### src/rtl/reg_addr_sequencer_pkg.sv
// Shared datapath constants for the register-address sequencer: mode codes,
// sequencer states, fixed register numbers and a population-count helper.
package reg_addr_sequencer_pkg;

  localparam logic [2:0] SEL_RN   = 3'd0;
  localparam logic [2:0] SEL_RD   = 3'd1;
  localparam logic [2:0] SEL_RM   = 3'd2;
  localparam logic [2:0] SEL_PC   = 3'd3;
  localparam logic [2:0] SEL_LR   = 3'd4;
  localparam logic [2:0] SEL_LIST = 3'd5;

  localparam int REG_PC = 15;
  localparam int REG_LR = 14;

  typedef enum logic [1:0] {
    IDLE = 2'd0,
    RUN  = 2'd1,
    FIN  = 2'd2
  } state_t;

  function automatic logic [5:0] popcount32(input logic [31:0] v);
    logic [5:0] c;
    c = '0;
    for (int i = 0; i < 32; i++) begin
      c = c + 6'(v[i]);
    end
    return c;
  endfunction

endpackage

### src/rtl/reg_addr_sequencer_ffs_encoder.sv
// Lowest-set-bit index of a vector plus an any-bit-set flag; purely combinational.
module ffs_encoder #(
  parameter int LIST_W = 16,
  parameter int IDX_W  = $clog2(LIST_W)
) (
  input  logic [LIST_W-1:0] vec,
  output logic [IDX_W-1:0]  idx,
  output logic              any
);

  // Scan high to low so the lowest set bit is the last one written.
  always_comb begin
    idx = '0;
    any = 1'b0;
    for (int i = LIST_W - 1; i >= 0; i--) begin
      if (vec[i]) begin
        idx = IDX_W'(i);
        any = 1'b1;
      end
    end
  end

endmodule

### src/rtl/reg_addr_sequencer.sv
// Registered register-file address generator: instruction field / constant
// selection, plus a list mode that walks a register bitmask lowest-first.
module reg_addr_sequencer
  import reg_addr_sequencer_pkg::*;
#(
  parameter int REG_W  = 4,
  parameter int IR_W   = 32,
  parameter int LIST_W = 16,
  parameter int RN_LSB = 16,
  parameter int RD_LSB = 12,
  parameter int RM_LSB = 0
) (
  input  logic              clk,
  input  logic              reset,
  input  logic [IR_W-1:0]   ir,
  input  logic [2:0]        sel,
  input  logic              start,
  input  logic              step,
  input  logic              abort,
  output logic [REG_W-1:0]  addr_out,
  output logic              addr_valid,
  output logic              busy,
  output logic              done,
  output logic [REG_W:0]    count
);

  localparam logic [REG_W-1:0] PC_ADDR = REG_W'(REG_PC);
  localparam logic [REG_W-1:0] LR_ADDR = REG_W'(REG_LR);

  state_t              state, state_n;
  logic [LIST_W-1:0]   mask, mask_n;
  logic [REG_W-1:0]    addr_n;
  logic                valid_n, busy_n, done_n;
  logic [REG_W:0]      count_n;

  logic [LIST_W-1:0]   list_in;
  logic [LIST_W-1:0]   rest;
  logic [LIST_W-1:0]   enc_vec;
  logic [REG_W-1:0]    enc_idx;
  logic                enc_any;
  logic                unused_ir;

  assign list_in   = ir[LIST_W-1:0];
  assign unused_ir = ^ir;

  // Remaining list once the address currently presented is consumed.
  assign rest = mask & ~(LIST_W'(1) << addr_out);

  // One encoder serves both the first address (from ir) and each next address.
  assign enc_vec = (state == IDLE) ? list_in : rest;

  ffs_encoder #(
    .LIST_W (LIST_W),
    .IDX_W  (REG_W)
  ) u_ffs (
    .vec (enc_vec),
    .idx (enc_idx),
    .any (enc_any)
  );

  always_ff @(posedge clk or posedge reset) begin
    if (reset) begin
      state      <= IDLE;
      mask       <= '0;
      addr_out   <= '0;
      addr_valid <= 1'b0;
      busy       <= 1'b0;
      done       <= 1'b0;
      count      <= '0;
    end else begin
      state      <= state_n;
      mask       <= mask_n;
      addr_out   <= addr_n;
      addr_valid <= valid_n;
      busy       <= busy_n;
      done       <= done_n;
      count      <= count_n;
    end
  end

  always_comb begin
    state_n = state;
    mask_n  = mask;
    addr_n  = addr_out;
    valid_n = addr_valid;
    busy_n  = busy;
    done_n  = 1'b0;
    count_n = count;

    unique case (state)
      IDLE: begin
        busy_n  = 1'b0;
        addr_n  = '0;
        valid_n = 1'b0;
        case (sel)
          SEL_RN: begin addr_n = ir[RN_LSB +: REG_W]; valid_n = 1'b1; end
          SEL_RD: begin addr_n = ir[RD_LSB +: REG_W]; valid_n = 1'b1; end
          SEL_RM: begin addr_n = ir[RM_LSB +: REG_W]; valid_n = 1'b1; end
          SEL_PC: begin addr_n = PC_ADDR;             valid_n = 1'b1; end
          SEL_LR: begin addr_n = LR_ADDR;             valid_n = 1'b1; end
          SEL_LIST: begin
            if (start) begin
              mask_n  = list_in;
              count_n = (REG_W+1)'(popcount32(32'(list_in)));
              if (enc_any) begin
                state_n = RUN;
                addr_n  = enc_idx;
                valid_n = 1'b1;
                busy_n  = 1'b1;
              end else begin
                state_n = FIN;
                done_n  = 1'b1;
              end
            end
          end
          default: ;
        endcase
      end

      RUN: begin
        if (abort) begin
          state_n = IDLE;
          mask_n  = '0;
          addr_n  = '0;
          valid_n = 1'b0;
          busy_n  = 1'b0;
        end else if (step && addr_valid) begin
          mask_n = rest;
          if (enc_any) begin
            addr_n = enc_idx;
          end else begin
            state_n = FIN;
            addr_n  = '0;
            valid_n = 1'b0;
            busy_n  = 1'b0;
            done_n  = 1'b1;
          end
        end
      end

      FIN: begin
        state_n = IDLE;
        mask_n  = '0;
        addr_n  = '0;
        valid_n = 1'b0;
        busy_n  = 1'b0;
      end

      default: begin
        state_n = IDLE;
        mask_n  = '0;
        addr_n  = '0;
        valid_n = 1'b0;
        busy_n  = 1'b0;
      end
    endcase
  end

endmodule
### config.mk
export PLATFORM = sky130hd
export DESIGN_NAME = reg_addr_sequencer
export DESIGN_NICKNAME = d
export VERILOG_FILES = /design/src/rtl/reg_addr_sequencer_pkg.sv /design/src/rtl/reg_addr_sequencer_ffs_encoder.sv /design/src/rtl/reg_addr_sequencer.sv
export SDC_FILE = /design/constraint.sdc
export NUM_CORES = 1
export LEC_CHECK = 0
export ABC_CLOCK_PERIOD_IN_PS = 2100
export CAP_MARGIN = 20
export CORE_UTILIZATION = 45
export DETAILED_ROUTE_END_ITERATION = 6
export DONT_BUFFER_PORTS = 1
export GPL_ROUTABILITY_DRIVEN = 0
export PLACE_DENSITY_LB_ADDON = 0.2
export RECOVER_POWER = 50
export SYNTH_ARGS = -nofsm -noshare
export SYNTH_HDL_FRONTEND = slang
export SYNTH_SLANG_ARGS = --single-unit
### constraint.sdc
create_clock -name clk -period 2.1 [get_ports clk]
set_input_delay 0.525 -clock clk [delete_from_list [all_inputs] [get_ports clk]]
set_output_delay 0.525 -clock clk [all_outputs]
set_load 0.1 [all_outputs]
==> results of run 1 <==
==> power groups by stage <==
stage / clock (mW) / combinational, mW / sequential (mW)
after floorplan: 0 / 0.745 / 1.21
after global placement: 0 / 1.48 / 0.852
after detailed placement: 0 / 1.52 / 0.856
after CTS: 0.503 / 1.63 / 0.848
after global routing: 0.529 / 1.81 / 0.873
final: 0.493 / 1.66 / 0.854
==> worst max-delay path: stages <==
cell	delay, ns
fa_1	0.53
inv_2	0.04
fa_2	0.53
fa_2	0.44
fa_2	0.54
inv_2	0.04
ha_4	0.15
buf_4	0.12
a21o_1	0.15
a21oi_2	0.12
xor2_1	0.15
o21ai_1	0.07
==> path summary, 6_finish.rpt <==
check | slack (ns) | cells past startpoint | end
min in group clk | 0.42 | 2 | state[1]$_DFFE_PP0P_
max reg2reg | -0.29 | 7 | addr_valid$_DFFE_PP0P_
min | 0.36 | 2 | mask[12]$_DFFE_PP0P_
max | -1.17 | 12 | count[3]$_DFFE_PP0P_
min reg2reg | 0.48 | 2 | count[0]$_DFFE_PP0P_
max in group asynchronous | 1.13 | 2 | addr_out[3]$_DFFE_PP0P_
==> stage by stage <==
stage,hold slack (ns),setup slack (ns)
3_3_place_gp,0.460,-1.43
4_1_cts,0.228,-1.14
2_1_floorplan,0.451,-1.29
3_5_place_dp,0.465,-1.46
5_1_grt,0.430,-1.33
6_report,0.363,-1.17
==> metal layers <==
metal	part of all wire, %	up-vias	routed length (um)
li1	-	1259	-
met1	42	1282	3480
met2	47	109	3930
met3	8.5	21	702
met4	2.2	0	180
met5	0	-	0
==> timing repair <==
action,4_1_cts,5_1_grt
buffers inserted,5,1
hold buffers,0,0
endpoints found under the setup margin,14,14
gates resized for setup,27,13
hold endpoints to repair,0,0
pin swaps,18,8
==> placed cells by master, fill, tap and decap left out, types with 5 or more instances in the layout <==
cell type  count
nor2_1        26
buf_4         57
clkbuf_8       6
buf_6          6
inv_2          7
a22oi_1        8
o21ai_0       30
nand2_1       39
inv_1         12
fa_1           6
nand3_1        5
a32oi_1        8
dfrtp_1       26
a21oi_1       15
==> state kept, by name, indices dropped and copies added, names as in the netlist <==
signal      flops
done            1
state           2
busy            1
addr_out        4
count           5
addr_valid      1
mask           16
==> area by class of cell <==
type / instances / area, um^2
multi-input combinational: 249 / 1870
inverter: 19 / 71.3
sequential: 30 / 763
timing repair buffer: 65 / 520
fill: 506 / 2130
clock buffer: 8 / 90.1
tap: 72 / 90.1
==> cells by family after synthesis <==
| kind of cell | synth area share (%) |
|---|---|
| adder cells (fa/ha/maj) | 10.1 |
| buffers and inverters | 5.93 |
| AO/OA/AOI/OAI | 30.6 |
| AND/OR/NAND/NOR | 22.5 |
| multiplexers | 1.21 |
| flip-flops | 28.9 |
| XOR/XNOR | 0.675 |
==> qor.txt, run 1 <==
RSZ-0062 raised after global routing -> true
Max-Cap Viols -> 0
Post-Syn Instances -> 318
Slew @ Worst Pin -> 0.822 ns
DP HPWL -> 6.06 mm
Max-slew headroom -> 45.2%
Total Power -> 3.00 mW
Synth top area share -> 28.9%
Die Wd -> 77.9 um
leakage power total -> 1.46 nW
CP endpoint kind -> flop
DR vias -> 2671
Port-buffer cells -> 0
maximum VDD drop -> 1.01 mV
nets@finish -> 425
worst setup margin -> -1.17 ns
Final Cell Area -> 0.00341 mm^2
Commonest cells post-synth -> nand2_1 (40), o21ai_0 (34), dfrtp_1 (30), nor2_1 (28)
Net Count, Synth -> 373
Vias/cell -> 6.03
Post-Syn Area -> 0.00259 mm^2
crit path DAT -> 3.43 ns
total CTS buffers -> 5
Avg Inst Size Synth -> 8.16 um^2
GRT busiest layer -> met2
final core utilization -> 61.5%
Tcrit/Tclk final -> 156%
die footprint -> 0.00607 mm^2
combinational share of power -> 55.1%
Antenna Nets Post-Route -> 0
Starting Density -> 46.8%
CP required -> 2.26 ns
residual DRC count -> 0
Setup TNS Final -> -7.05 ns
Worst setup SP type -> primary input
met2 Resource Use GR -> 46.4%
yosys warns -> 0
Clock transition at path regs -> 0.07 ns
sw power -> 1.36 mW
vias in the first global route -> 2621
CP max FO -> 6
Detailed Routing Iterations Pass 1 -> 5
# IOs -> 52
sequential cell area fraction in the yosys report -> 28.9%
first-pass GRT wire length -> 13.3 mm
Clock Tree Root -> clkbuf_8
Final Hold Fails -> 0
Area contributors post-synth -> dfrtp_1 (29%), fa_1 (7.7%), o21ai_0 (6.6%)
top-count cell post-synth -> nand2_1
Synth cell types -> 62
Seq cells post-synth -> 30
cell area power density -> 881 mW/mm^2
initial antenna violation count -> 0
CP Class -> primary input to flop
FP Rows -> 27
clock share of power -> 16.4%
drt total wl -> 8.28 mm
largest net degree at the start of global routing -> 31
ys async rst share -> 100%
reg2reg start -> addr_out[2]$_DFFE_PP0P_
CP startpoint -> ir[3]
M3 GR Usage -> 7.06%
clk_lat worst skew -> 0.29 ns
failing checks -> negative setup slack
CTS tree -> yes
CTS Buffer Depth -> 2
Setup Skew -> 0.00729 ns
die boundary height -> 77.9 um
worst hold path class -> primary input to async pin
f_max -> 306 MHz
TritonCTS Sinks -> 30
grt met1 use -> 37.7%
average wire per standard cell -> 18.7 um
Placed Cells -> 430
CTS H-tree lvls -> 2
clock period minus worst slack -> 3.27 ns
Area after DPL -> 0.00315 mm^2
status -> finished, violations left
initial DRC count -> 229
Seq pwr share -> 28.4%
share of cells above drive strength 1 -> 33.4%
GRT overflow -> 0
Setup Viol. Count Final -> 13
antenna fix cells -> 0
Post-synth EDFFs -> 0
max-slew violations -> 0
area grow syn2layout -> 31.4%
fin cells -> 443
switching share of power -> 45.3%
Top FF cell, synth -> dfrtp_1
Core Box Area -> 0.00554 mm^2
Pint -> 1.64 mW
Yosys top cell by area -> dfrtp_1
GRT Overall Usage -> 29.0%
No activity file was read; power rests on OpenSTA's default activity.
==> inputs of run 2 (changes only) <==
--- a/config.mk
+++ b/config.mk
@@ -8,6 +8,7 @@
 export ABC_CLOCK_PERIOD_IN_PS = 2100
 export CAP_MARGIN = 20
 export CORE_UTILIZATION = 45
+export CTS_BUF_LIST = sky130_fd_sc_hd__clkbuf_4 sky130_fd_sc_hd__clkbuf_8
 export DETAILED_ROUTE_END_ITERATION = 6
 export DONT_BUFFER_PORTS = 1
 export GPL_ROUTABILITY_DRIVEN = 0
==> run 2 against run 1 <==
Net effect:
- the flow still finishes with violations (negative setup slack)
- flip-flop and latch count did not move
- critical path type unchanged
- highest routed layer unchanged
- clock-buffer cell count unchanged
- clock power grew 4.9%
==> qor.txt, run 2 (synthesized netlist as in run 1, its figures left out) <==
CP Cell Sequence -> fa_1, inv_2, fa_2, fa_2, fa_2, inv_2, ha_4, buf_4, a21o_1, a21oi_2, xor2_1, o21ai_1
Antenna Nets Post-Route -> 0
clock period minus worst slack -> 3.28 ns
GRT Overall Usage -> 29.2%
Setup TNS Final -> -7.31 ns
crit path DAT -> 3.44 ns
Clock transition at path regs -> 0.07 ns
CP Class -> primary input to flop
failing checks -> negative setup slack
Detailed Routing Iterations Pass 1 -> 5
clk_lat worst skew -> 0.29 ns
CTS tree -> yes
largest delay contributor family on the critical path -> adder cells
residual DRC count -> 0
Slew @ Worst Pin -> 0.820 ns
combinational share of power -> 54.7%
max-slew violations -> 0
Max-Cap Viols -> 0
# IOs -> 52
CP required -> 2.26 ns
share of cells above drive strength 1 -> 34.0%
Setup Viol. Count Final -> 13
TritonCTS Sinks -> 30
most used cell, CP -> fa_2
DP HPWL -> 6.06 mm
Top Registers -> mask: 16 flops, count: 5 flops, addr_out: 4 flops
Max-slew headroom -> 45.3%
CP max FO -> 6
commonest non-fill, non-tap cell in the layout -> buf_4
first-pass GRT wire length -> 13.4 mm
Starting Density -> 46.8%
Tcrit/Tclk final -> 156%
Largest register FFs -> 16
switching share of power -> 45.0%
maximum VDD drop -> 1.01 mV
clock share of power -> 17.0%
Vias/cell -> 6.04
initial DRC count -> 224
Top reg by flops -> mask
initial antenna violation count -> 0
area grow syn2layout -> 32.2%
worst hold path class -> primary input to async pin
Setup Skew -> 0.00636 ns
Clock Tree Root -> clkbuf_8
Worst path slowest cell -> fa_2
cell area power density -> 886 mW/mm^2
commonest cells after routing, fill and taps aside -> buf_4 (58), nand2_1 (39), o21ai_0 (30)
Die Wd -> 77.9 um
RSZ-0062 raised after global routing -> true
worst setup margin -> -1.18 ns
Slowest Stage Delay on Critical Path -> 0.54 ns
Final Hold Fails -> 0
Pint -> 1.67 mW
sw power -> 1.37 mW
Worst setup SP type -> primary input
largest net degree at the start of global routing -> 31
die boundary height -> 77.9 um
GRT overflow -> 0
average wire per standard cell -> 19.0 um
vias in the first global route -> 2617
die footprint -> 0.00607 mm^2
CTS H-tree lvls -> 2
f_max -> 305 MHz
Seq pwr share -> 28.3%
CTS Buffer Depth -> 2
leakage power total -> 1.47 nW
Placed Cells -> 430
DR vias -> 2686
Buf+Inv Stages, Crit Path -> 3
FP Rows -> 27
Total Power -> 3.04 mW
total CTS buffers -> 5
antenna fix cells -> 0
Port-buffer cells -> 0
Core Box Area -> 0.00554 mm^2
fin cells -> 445
drt total wl -> 8.44 mm
nets@finish -> 427
CP endpoint kind -> flop
status -> finished, violations left
==> run 2: cell count changes in the layout (fill, tap and decap cells not counted), sizes merged <==
| cell | previous run | this run |
|---|---|---|
| buf | 64 | 66 |
==> run 2: worst paths after layout <==
check,end,from,cells past startpoint,slack [ns]
hold / removal,mask[12]$_DFFE_PP0P_,reset,2,0.36
setup / recovery,count[3]$_DFFE_PP0P_,ir[3],12,-1.18
max in group asynchronous,addr_out[3]$_DFFE_PP0P_,reset,2,1.13
hold reg to reg,count[0]$_DFFE_PP0P_,count[0]$_DFFE_PP0P_,2,0.48
setup reg to reg,addr_valid$_DFFE_PP0P_,addr_out[0]$_DFFE_PP0P_,7,-0.33
min in group clk,done$_DFF_PP0_,step,2,0.42
==> run 2: area by class of cell <==
cell class / instances / area (um^2)
repair buffers: 67 / 539
multi-input cells: 249 / 1870
inverters: 19 / 71.3
well taps: 72 / 90.1
fillers: 496 / 2110
flip-flops and latches: 30 / 763
clock buffers: 8 / 97.6
==> run 2: per-stage QoR <==
step           area [um^2]  setup slack [ns]  hold WS, ns  util, %
2_1_floorplan         2710             -1.29        0.451        -
3_3_place_gp          3150             -1.43        0.460     56.8
3_5_place_dp          3150             -1.46        0.465     56.8
4_1_cts               3360             -1.14        0.228     60.7
5_1_grt               3430             -1.33        0.432     61.9
6_report              3430             -1.18        0.360     61.9
==> run 2: routing by layer <==
metal  global-route usage, %  wire length, um  up-vias
met5                       0                0        -
met2                    46.8             4020      114
li1                        -                -     1265
met4                    11.7              204        0
met1                    37.7             3470     1288
met3                    7.18              748       19
==> run 2: power by group through the flow <==
stage | Sequential [mW] | Combinational (mW) | Clock [mW]
3_3_place_gp | 0.852 | 1.48 | 0
5_1_grt | 0.878 | 1.82 | 0.552
2_1_floorplan | 1.21 | 0.745 | 0
3_5_place_dp | 0.856 | 1.52 | 0
6_report | 0.860 | 1.66 | 0.517
4_1_cts | 0.850 | 1.63 | 0.528
==> run 2: timing repair <==
| item | 4_1_cts | 5_1_grt |
|---|---|---|
| setup endpoints to repair | 14 | 14 |
| hold buffers | 0 | 0 |
| resized for setup | 27 | 13 |
| pin swaps | 14 | 8 |
| setup buffers | 5 | 2 |
| gates cloned | 0 | 0 |
